**src/rtl/dp_ram16k_fifo_ctrl_pkg.sv**
```systemverilog
// Shared geometry and types for the K6N10 BRAM (DP_RAM16K) exposed as a 512x32 buffer.
package qlf_k6n10_bram_pkg;
    localparam int BRAM_DEPTH = 512;
    localparam int BRAM_AW    = 9;
    localparam int BRAM_DW    = 32;
    localparam int BRAM_CW    = 10;

    typedef logic [BRAM_AW-1:0] bram_addr_t;
    typedef logic [BRAM_DW-1:0] bram_data_t;
    typedef logic [BRAM_CW-1:0] bram_cnt_t;
endpackage

```
**src/rtl/dp_ram16k_fifo_ctrl_bram_ptr.sv**
```systemverilog
// 9-bit wrapping RAM address pointer with async reset, sync clear and increment.
module bram_ptr
    import qlf_k6n10_bram_pkg::*;
(
    input  logic       clk,
    input  logic       R,
    input  logic       i_clr,
    input  logic       i_inc,
    output bram_addr_t o_ptr
);

    bram_addr_t r_ptr;

    // NOTE: sequential state uses non-blocking assignments so every flop samples pre-edge values.
    always_ff @(posedge clk or posedge R) begin
        if (R) begin
            r_ptr <= '0;
        end else if (i_clr) begin
            r_ptr <= '0;
        end else if (i_inc) begin
            r_ptr <= r_ptr + 1'b1;
        end
    end

    assign o_ptr = r_ptr;

endmodule

```
**src/rtl/dp_ram16k_fifo_ctrl.sv**
```systemverilog
// Valid/ready FIFO controller driving both ports of one DP_RAM16K; the RAM output register is the head stage.
module dp_ram16k_fifo_ctrl
    import qlf_k6n10_bram_pkg::*;
#(
    parameter int DEPTH  = BRAM_DEPTH,
    parameter int DATA_W = BRAM_DW
) (
    input  logic              clk,
    input  logic              R,
    input  logic              flush,
    input  logic [DATA_W-1:0] s_data,
    input  logic              s_valid,
    output logic              s_ready,
    output logic [DATA_W-1:0] m_data,
    output logic              m_valid,
    input  logic              m_ready,
    output bram_cnt_t         count,
    output bram_addr_t        ram_waddr,
    output logic [DATA_W-1:0] ram_d_in,
    output logic              ram_wen,
    output logic [DATA_W-1:0] ram_wenb,
    output bram_addr_t        ram_raddr,
    output logic              ram_ren,
    input  logic [DATA_W-1:0] ram_d_out
);

    bram_cnt_t  r_mem_cnt;
    logic       r_m_valid;
    logic       w_full;
    logic       w_push;
    logic       w_fetch;
    bram_addr_t w_wptr;
    bram_addr_t w_rptr;

    // Full is judged on mem_cnt alone, so m_ready never reaches s_ready combinationally.
    assign w_full  = (r_mem_cnt == BRAM_CW'(DEPTH));
    assign s_ready = ~w_full & ~flush & ~R;
    assign w_push  = s_valid & s_ready;
    assign w_fetch = (r_mem_cnt != '0) & (~r_m_valid | m_ready) & ~flush;

    bram_ptr u_wptr (
        .clk   (clk),
        .R     (R),
        .i_clr (flush),
        .i_inc (w_push),
        .o_ptr (w_wptr)
    );

    bram_ptr u_rptr (
        .clk   (clk),
        .R     (R),
        .i_clr (flush),
        .i_inc (w_fetch),
        .o_ptr (w_rptr)
    );

    always_ff @(posedge clk or posedge R) begin
        if (R) begin
            r_mem_cnt <= '0;
            r_m_valid <= 1'b0;
        end else if (flush) begin
            r_mem_cnt <= '0;
            r_m_valid <= 1'b0;
        end else begin
            unique case ({w_push, w_fetch})
                2'b10:   r_mem_cnt <= r_mem_cnt + 10'd1;
                2'b01:   r_mem_cnt <= r_mem_cnt - 10'd1;
                default: r_mem_cnt <= r_mem_cnt;
            endcase
            if (w_fetch) begin
                r_m_valid <= 1'b1;
            end else if (r_m_valid & m_ready) begin
                r_m_valid <= 1'b0;
            end
        end
    end

    assign ram_wen   = ~w_push;
    assign ram_waddr = w_wptr;
    assign ram_d_in  = s_data;
    assign ram_wenb  = '1;
    assign ram_ren   = ~w_fetch;
    assign ram_raddr = w_rptr;

    assign m_data  = ram_d_out;
    assign m_valid = r_m_valid;
    assign count   = r_mem_cnt + {9'd0, r_m_valid};

endmodule

```
**config.mk**
```make
export PLATFORM = sky130hd
export DESIGN_NAME = dp_ram16k_fifo_ctrl
export DESIGN_NICKNAME = d
export VERILOG_FILES = /design/src/rtl/dp_ram16k_fifo_ctrl_pkg.sv /design/src/rtl/dp_ram16k_fifo_ctrl_bram_ptr.sv /design/src/rtl/dp_ram16k_fifo_ctrl.sv
export SDC_FILE = /design/constraint.sdc
export NUM_CORES = 1
export LEC_CHECK = 0
export BUFFER_PORTS_ARGS = -buffer_cell sky130_fd_sc_hd__buf_2
export CAP_MARGIN = 40
export CORE_ASPECT_RATIO = 0.5
export CORE_MARGIN = 3
export CORE_UTILIZATION = 30
export CTS_CLUSTER_DIAMETER = 30
export DETAILED_ROUTE_END_ITERATION = 10
export GPL_TIMING_DRIVEN = 0
export PLACE_DENSITY = 0.63
export SLEW_MARGIN = 20
export SYNTH_ARGS = -nofsm -noshare
export SYNTH_HDL_FRONTEND = slang
export SYNTH_SLANG_ARGS = --single-unit
```
**constraint.sdc**
```tcl
create_clock -name clk -period 4.7 [get_ports clk]
set_clock_uncertainty 0.05 [all_clocks]
set_input_delay 0.705 -clock clk [delete_from_list [all_inputs] [get_ports clk]]
set_output_delay 0.705 -clock clk [all_outputs]
set_load 0.02 [all_outputs]
```
==> flow_summary.json, run 1 <==
{
  "grt_pass1_wl_mm": 9.40,
  "vias": 2287,
  "port_buffers": 100,
  "area_growth_pct": 33.8,
  "status": "complete, no violations",
  "via_per_inst": 4.12,
  "synthAdderAreaFrac_pct": 6.33,
  "crit_path_start_kind": "flop",
  "synth_top_area_share_pct": 27.0,
  "synth.area.mux_share_pct": 3.40,
  "gp_congestion": 0.752,
  "firstDrtPassIters": 4,
  "cts.sink_count": 29,
  "ys_warn_count": 0,
  "clkTransAtPathRegs_ps": 60,
  "final_cell_mix": "100 x buf_2, 96 x buf_4, 34 x nor2_1",
  "finalHoldViolCount": 0,
  "cts-resized-gates": 0,
  "slowest_stage": "dfrtp_1",
  "placed_area_um2": 3450,
  "n_fill_cell": 840,
  "syn_area_um2": 2690,
  "antenna_cells": 0,
  "routed_wl_mm": 6.18,
  "cts_tree": "built",
  "synth_top_family_by_area": "buffers and inverters",
  "drt_iter0_drc": 54,
  "ys_ff_latch": 29,
  "htree_levels": 2,
  "synthXorXnorAreaFrac_pct": 9.12,
  "clock_path_buffers": 2,
  "grt_max_degree": 30,
  "cts-hold-fix-buffers": 0,
  "die_area_um2": 10200,
  "yosysTopAreaCell": "dfrtp_1",
  "drive_above_1_share_pct": 50.3,
  "antenna_found_initial": 0,
  "fin_cells": 555,
  "drc": 0,
  "end_kind": "flop",
  "avgRoutedWirePerCell_um": 11.1,
  "syn_area_per_cell_um2": 8.84,
  "synth-simple-area-share_pct": 16.2,
  "path_cells": "nor4_2, and3_4, a21oi_2, inv_2, nand2b_1, inv_2, ha_1, a21oi_1, nor2b_1, a311o_1, a21oi_2, mux2i_1, mux2_1",
  "maxSlewHeadroom_pct": 58.0,
  "post-route-period-util_pct": 74.8,
  "leakage_nw": 1.97,
  "vdd_ir_drop_max_mv": 0.264,
  "start_util_pct": 32.2,
  "worstPathRequired_ps": 4800,
  "slowest_delay_ps": 470,
  "slew_violations": 0,
  "dp_hpwl_mm": 5.02,
  "rsz0062_at_grt": "false",
  "rows": 23,
  "post_cts_buffers": 0,
  "crit_type": "flop to flop",
  "grt_pass1_vias": 1987,
  "syn-instance-count": 304,
  "tightest_slew_ps": 630,
  "final_common_cell": "buf_2",
  "place_inst": 547,
  "grt_usage_pct": 11.1,
  "yosysUniqueCellTypes": 46,
  "fin_tns_setup_ps": 0,
  "final_nets": 524,
  "antenna_left": 0,
  "worst-path-max-fanout": 8,
  "cts_made_buffers": 5,
  "finalSetupViolations": 0,
  "drv_cap": 0,
  "cellPowerDensity_nw_per_um2": 408,
  "die_h_um": 72.9,
  "crit_arrival_ps": 3620,
  "layout_setup_ws_ps": 1180,
  "hold_path_class": "input pin to async pin",
  "overflow": 0,
  "synth_compound_area_share_pct": 8.05,
  "die_w_um": 140,
  "core_um2": 8350,
  "place_ws_ps": 950,
  "stdcell_area_um2": 3600,
  "ioPinCount": 197,
  "synth-seq-area-share_pct": 27.0,
  "insertion_delay_ps": 270,
  "cts-root-buf": "clkbuf_16",
  "synth.top_cells.by_area": "dfrtp_1 27%, buf_4 27%, ha_1 5.6%, xor2_1 5.5%, nor2_1 4.7%",
  "fin_crit_ps": 3520,
  "timing.fmax_mhz": 284
}
==> cell families (layout without fill, tap and decap cells) <==
kind of cell	after synthesis	after routing
compound gates	29	29
mux	9	9
simple gates	84	84
fa+ha+maj	13	13
xor+xnor	28	28
flops	29	29
other cells	1	32
buf+inv	111	219
==> power by group <==
part / total (mW) / leakage (nW) / internal [mW] / switching [mW]
Sequential: 0.367 / 0.393 / 0.292 / 0.0742
Combinational: 0.775 / 1.50 / 0.347 / 0.428
Clock: 0.327 / 0.0768 / 0.210 / 0.117
Total: 1.47 / 1.97 / 0.850 / 0.618
==> critical path, delay by kind of cell, from the launching register on <==
kind	cells	cell delay [ps]
compound gates	4	810
fa+ha+maj	1	310
mux	2	580
buf+inv	2	280
simple gates	4	910
flops	1	470
==> state kept, by name, indices dropped and copies added (netlist names) <==
signal        count
m_valid           1
u_rptr.o_ptr      9
r_mem_cnt        10
u_wptr.o_ptr      9
==> layer usage <==
layer,global-route usage [%],vias up,share of wire [%]
met5,0,-,0
met1,13.4,1025,40
met3,3.01,2,7.3
met2,20.2,87,52
met4,2.58,0,0.61
li1,-,1173,-
==> cells in the mapped netlist, drive strengths merged <==
cell type and n:
buf 99, nor2 36, dfrtp 29, xor2 17
ha 12, a21oi 11, xnor2 11, inv 9
nand4 9, mux2i 8, nand2 8, and3 7
o21ai 7, nand3 5, nor4 4, a211oi 3
clkbuf 3, nand2b 3, nor2b 3, nor3 3
a31oi 2, and2b 2, or3 2, a21boi 1
a21o 1, a221oi 1, a311o 1, and4b 1
conb 1, fa 1, mux2 1, o21a 1
o31a 1, or4 1
==> worst paths after layout <==
kind,startpoint,end,slack [ps],depth (start not counted)
setup / recovery,r_mem_cnt[3]$_DFFE_PP0P_,r_mem_cnt[9]$_DFFE_PP0P_,1180,13
hold / removal,R,r_mem_cnt[9]$_DFFE_PP0P_,470,2
setup reg to reg,r_mem_cnt[3]$_DFFE_PP0P_,r_mem_cnt[9]$_DFFE_PP0P_,1180,13
hold reg to reg,u_rptr.o_ptr[8]$_DFFE_PP0P_,u_rptr.o_ptr[8]$_DFFE_PP0P_,500,2
max in group asynchronous,R,u_wptr.o_ptr[3]$_DFFE_PP0P_,3720,2
min in group clk,u_rptr.o_ptr[8]$_DFFE_PP0P_,u_rptr.o_ptr[8]$_DFFE_PP0P_,500,2
==> layout make-up <==
class                           count  area (um^2)  share of cell area [%]
Inverter                            9         33.8                   0.939
Clock buffer                        6          139                    3.86
Sequential cell                    29          726                    20.2
Tap cell                          112          140                    3.89
Buffer                            102          766                    21.3
Clock inverter                      2         13.8                   0.382
Timing Repair Buffer              100          500                    13.9
Multi-Input combinational cell    195         1280                    35.6
==> through the flow <==
step / hold WS (ps) / util, % / power [mW]
3_5_place_dp: 492 / 41.3 / 1.15
6_report: 472 / 43.1 / 1.47
3_3_place_gp: 473 / 41.3 / 1.14
4_1_cts: 497 / 43.1 / 1.48
5_1_grt: 527 / 43.1 / 1.57
2_1_floorplan: 488 / - / 0.981
Power figures use the tool's default switching activity.
==> run 2, diff against run 1 <==
- PLACE_DENSITY: 0.63 -> 0.66
- clock period: 4.7 -> 3.1 ns (I/O delays scaled with it)
==> run 2 against run 1 <==
Effect of this change:
- clock-buffer cell count up 1
- sequential power increased by 57%
- register-to-register slack got worse by 1100 ps
- fmax grew 15%
- sequential share of layout area decreased by 1.2 points
- cell area up 7.9%
- critical endpoint unchanged
- largest cell class unchanged
- highest routed layer unchanged
==> flow_summary.json, run 2 (synthesized netlist as in run 1, its figures left out) <==
{
  "status": "complete, no violations",
  "cts.sink_count": 29,
  "maxSlewHeadroom_pct": 59.6,
  "cts-hold-fix-buffers": 0,
  "drive_above_1_share_pct": 56.6,
  "overflow": 0,
  "cts_made_buffers": 5,
  "avgRoutedWirePerCell_um": 11.4,
  "antenna_left": 0,
  "worst-path-max-fanout": 6,
  "grt_max_degree": 30,
  "finalSetupViolations": 0,
  "post-route-period-util_pct": 98.7,
  "drt_iter0_drc": 53,
  "die_h_um": 72.9,
  "core_um2": 8350,
  "clock_path_buffers": 2,
  "antenna_found_initial": 0,
  "final_cell_mix": "111 x buf_4, 100 x buf_2, 33 x nor2_1",
  "fin_crit_ps": 3060,
  "cts-root-buf": "clkbuf_16",
  "tightest_slew_ps": 605,
  "start_util_pct": 32.2,
  "top_register": "r_mem_cnt",
  "crit_arrival_ps": 3160,
  "dp_hpwl_mm": 5.00,
  "insertion_delay_ps": 270,
  "multiInputGateArea_um2": 1430,
  "rsz0062_at_grt": "true",
  "grt_usage_pct": 11.5,
  "die_area_um2": 10200,
  "crit_path_start_kind": "flop",
  "drv_cap": 0,
  "grt_pass1_wl_mm": 9.89,
  "gp_congestion": 0.756,
  "seq_area_um2": 734,
  "leakage_nw": 2.06,
  "place_inst": 547,
  "place_ws_ps": -261,
  "worstPathRequired_ps": 3200,
  "cts_tree": "built",
  "fin_cells": 570,
  "vias": 2355,
  "final_core_util_pct": 46.5,
  "end_kind": "flop",
  "crit_type": "flop to flop",
  "slew_violations": 0,
  "routed_wl_mm": 6.52,
  "fin_tns_setup_ps": 0,
  "htree_levels": 2,
  "finalHoldViolCount": 0,
  "n_fill_cell": 806,
  "hold_path_class": "input pin to async pin",
  "layout_setup_ws_ps": 38.9,
  "via_per_inst": 4.13,
  "grt_pass1_vias": 2146,
  "timing.fmax_mhz": 327,
  "final_common_cell": "buf_4",
  "clkTransAtPathRegs_ps": 50,
  "largest_reg_flops": 10,
  "cellPowerDensity_nw_per_um2": 660,
  "final_nets": 539,
  "rows": 23,
  "area_growth_pct": 44.3,
  "ioPinCount": 197,
  "die_w_um": 140,
  "firstDrtPassIters": 4,
  "antenna_cells": 0,
  "drc": 0,
  "power_mw": 2.56,
  "vdd_ir_drop_max_mv": 0.288,
  "port_buffers": 100
}
[run 2: cell count changes in the layout (fill, tap and decap cells not counted), sizes merged]
cell    previous run  this run
clkbuf             9        10
clkinv             2         1
buf              199       214
[run 2: where the power goes]
group	switching [mW]	internal, mW	total [mW]
Clock	0.158	0.339	0.497
Combinational	0.777	0.711	1.49
Sequential	0.124	0.451	0.575
[run 2: critical path: stages, from the launching register on]
cell	delay, ps
dfrtp_2	420
nor4_4	390
and3_4	260
a21oi_4	60
inv_2	90
nand2b_4	80
inv_8	100
ha_4	210
a21oi_4	120
nor2b_2	70
a311o_1	350
a21oi_2	180
mux2i_1	220
mux2_1	340
[run 2: per-stage QoR]
stage	hold slack [ps]	cell area (um^2)
after floorplan	488	2870
after global placement	471	3510
after detailed placement	484	3510
after CTS	250	3810
after global routing	287	3880
final	223	3880
[run 2: timing repair]
action	4_1_cts	5_1_grt
pin swaps	8	7
buffers inserted	11	4
endpoints found under the setup margin	2	3
resized for setup	14	7
[run 2: path summary, 6_finish.rpt]
check	start	end	slack, ps	depth (start not counted)
worst min register to register	u_rptr.o_ptr[8]$_DFFE_PP0P_	u_rptr.o_ptr[8]$_DFFE_PP0P_	490	2
worst min-delay path	R	u_rptr.o_ptr[7]$_DFFE_PP0P_	220	2
worst max register to register	r_mem_cnt[4]$_DFFE_PP0P_	r_mem_cnt[9]$_DFFE_PP0P_	40	13
min in group clk	u_rptr.o_ptr[8]$_DFFE_PP0P_	u_rptr.o_ptr[8]$_DFFE_PP0P_	490	2
max in group asynchronous	R	r_mem_cnt[5]$_DFFE_PP0P_	2340	2
worst max-delay path	r_mem_cnt[4]$_DFFE_PP0P_	r_mem_cnt[9]$_DFFE_PP0P_	40	13
[run 2: per-layer routing]
metal / GRT usage [%] / part of all wire, %
met4: 3.22 / 0.72
met2: 22.0 / 53
met5: 0 / 0
met1: 13.2 / 38
met3: 2.62 / 8.8
[run 2: layout make-up]
| cell class | instances | share of cell area, % |
|---|---|---|
| plain buffers | 102 | 19.7 |
| repair buffers | 115 | 15.8 |
| clock buffers | 7 | 3.93 |
| flip-flops and latches | 29 | 18.9 |
| well taps | 112 | 3.61 |
| inverters | 9 | 1.06 |
| multi-input cells | 195 | 36.8 |
| clock inverters | 1 | 0.129 |
==> run 3, diff against run 2 <==
- PLACE_DENSITY: 0.66 -> default
==> run 3 against run 2 <==
Effect of this change:
- first-iteration DRC count rose by 1.9%
- via count down 0.68%
- cell count down 0.53%
- sequential share of layout area grew 0.15 points
- register-to-register slack improved by 60 ps
- sequential power is 1% lower
- critical path type unchanged
- highest routed layer unchanged
==> flow_summary.json, run 3 (synthesized netlist as in run 1, its figures left out) <==
{
  "cts-root-buf": "clkbuf_16",
  "cts.sink_count": 29,
  "final_core_util_pct": 46.1,
  "final_nets": 537,
  "layout_setup_ws_ps": 95.5,
  "cellPowerDensity_nw_per_um2": 664,
  "die_h_um": 72.9,
  "worstRegToRegCells": 13,
  "tightest_slew_ps": 632,
  "hold_path_class": "input pin to async pin",
  "port_buffers": 100,
  "cts_made_buffers": 5,
  "clkTransAtPathRegs_ps": 50,
  "grt_usage_pct": 12.2,
  "gp_congestion": 0.797,
  "drv_cap": 0,
  "vias": 2339,
  "status": "complete, no violations",
  "post-route-period-util_pct": 96.9,
  "drt_iter0_drc": 54,
  "htree_levels": 2,
  "ioPinCount": 197,
  "grt_pass1_wl_mm": 10.0,
  "fin_crit_ps": 3000,
  "die_area_um2": 10200,
  "vdd_ir_drop_max_mv": 0.251,
  "grt_max_degree": 30,
  "via_per_inst": 4.13,
  "crit_path_start_kind": "flop",
  "maxSlewHeadroom_pct": 57.8,
  "leakage_nw": 2.05,
  "reg2reg_to": "r_mem_cnt[9]$_DFFE_PP0P_",
  "avgRoutedWirePerCell_um": 11.8,
  "slew_violations": 0,
  "place_inst": 547,
  "grt_pass1_vias": 2072,
  "start_util_pct": 32.2,
  "timing.fmax_mhz": 333,
  "finalHoldViolCount": 0,
  "cts_tree": "built",
  "r2r_start": "r_mem_cnt[2]$_DFFE_PP0P_",
  "largest_reg_flops": 10,
  "top_register": "r_mem_cnt",
  "finalSetupViolations": 0,
  "ff2ff_setup_slack_ps": 100,
  "antenna_left": 0,
  "drc": 0,
  "endpoint": "r_mem_cnt[9]$_DFFE_PP0P_",
  "firstDrtPassIters": 4,
  "die_w_um": 140,
  "insertion_delay_ps": 270,
  "rsz0062_at_grt": "true",
  "antenna_found_initial": 0,
  "crit_path_start": "r_mem_cnt[2]$_DFFE_PP0P_",
  "final_common_cell": "buf_4",
  "holdWs_ps": 229,
  "rows": 23,
  "worst-path-max-fanout": 8,
  "core_um2": 8350,
  "place_ws_ps": -303,
  "end_kind": "flop",
  "area_growth_pct": 43.0,
  "n_fill_cell": 809,
  "crit_type": "flop to flop",
  "crit_arrival_ps": 3110,
  "fin_cells": 567,
  "fin_tns_setup_ps": 0,
  "final_cell_mix": "109 x buf_4, 100 x buf_2, 33 x nor2_1",
  "dp_hpwl_mm": 5.09,
  "clock_path_buffers": 2,
  "overflow": 0,
  "antenna_cells": 0,
  "drive_above_1_share_pct": 55.8,
  "worstPathRequired_ps": 3210,
  "routed_wl_mm": 6.67
}
[run 3: cell count changes in the layout (fill, tap and decap cells not counted), sizes merged]
cell,delta
clkbuf,-2
buf,-2
bufinv,+1
[run 3: cell type report]
class	instances	area, um^2	share of cell area, %
Clock buffer	5	125	3.26
Timing Repair Buffer	113	598	15.6
Inverter	9	41.3	1.07
Multi-Input combinational cell	195	1410	36.6
Tap cell	112	140	3.65
Buffer	102	766	19.9
Sequential cell	29	733	19.1
Clock inverter	2	35.0	0.911
[run 3: where the power goes]
| group | internal [mW] | leakage [nW] | switching, mW |
|---|---|---|---|
| sequential | 0.450 | 0.384 | 0.117 |
| clock | 0.372 | 0.0797 | 0.166 |
| combinational | 0.687 | 1.59 | 0.761 |
| total | 1.51 | 2.05 | 1.05 |
[run 3: worst min path at each step]
| stage | startpoint | end | slack (ps) | cells past startpoint |
|---|---|---|---|---|
| final | R | u_rptr.o_ptr[8]$_DFFE_PP0P_ | 230 | 2 |
| after global routing | R | u_rptr.o_ptr[8]$_DFFE_PP0P_ | 300 | 2 |
| after CTS | R | u_rptr.o_ptr[8]$_DFFE_PP0P_ | 260 | 2 |
| after detailed placement | u_wptr.o_ptr[8]$_DFFE_PP0P_ | u_wptr.o_ptr[8]$_DFFE_PP0P_ | 490 | 2 |
| after global placement | u_wptr.o_ptr[8]$_DFFE_PP0P_ | u_wptr.o_ptr[8]$_DFFE_PP0P_ | 470 | 2 |
| after floorplan | R | m_valid$_DFFE_PP0P_ | 490 | 1 |
[run 3: layer usage]
layer	share of wire, %	routed length (um)	vias up	track usage [%]
met5	0	0	-	0
met4	1.1	73	0	4.73
met3	9.4	624	5	3.80
met2	49	3260	107	20.6
met1	41	2710	1043	14.8
li1	-	-	1184	-
[run 3: through the flow]
stage	instance area, um^2	power, mW
2_1_floorplan	2870	1.56
3_3_place_gp	3510	1.82
3_5_place_dp	3510	1.83
4_1_cts	3740	2.47
5_1_grt	3840	2.72
6_report	3840	2.55
[run 3: critical path, cell delays in order, from the launching register on]
cell and delay, ps:
dfrtp_1 380, buf_6 130, nor4_4 330, a31oi_4 140
nand2b_4 90, nand2b_4 160, inv_8 60, ha_4 240
a21oi_2 130, nor2b_1 50, a311o_1 360, a21oi_2 180
mux2i_1 250, mux2_1 330
[run 3: timing repair]
item	in CTS	in global routing
hold buffers	0	0
endpoints found under the hold margin	0	0
gates cloned	0	0
buffers inserted	8	5
endpoints found under the setup margin	2	3
gates resized for setup	7	11
pin swaps	6	9
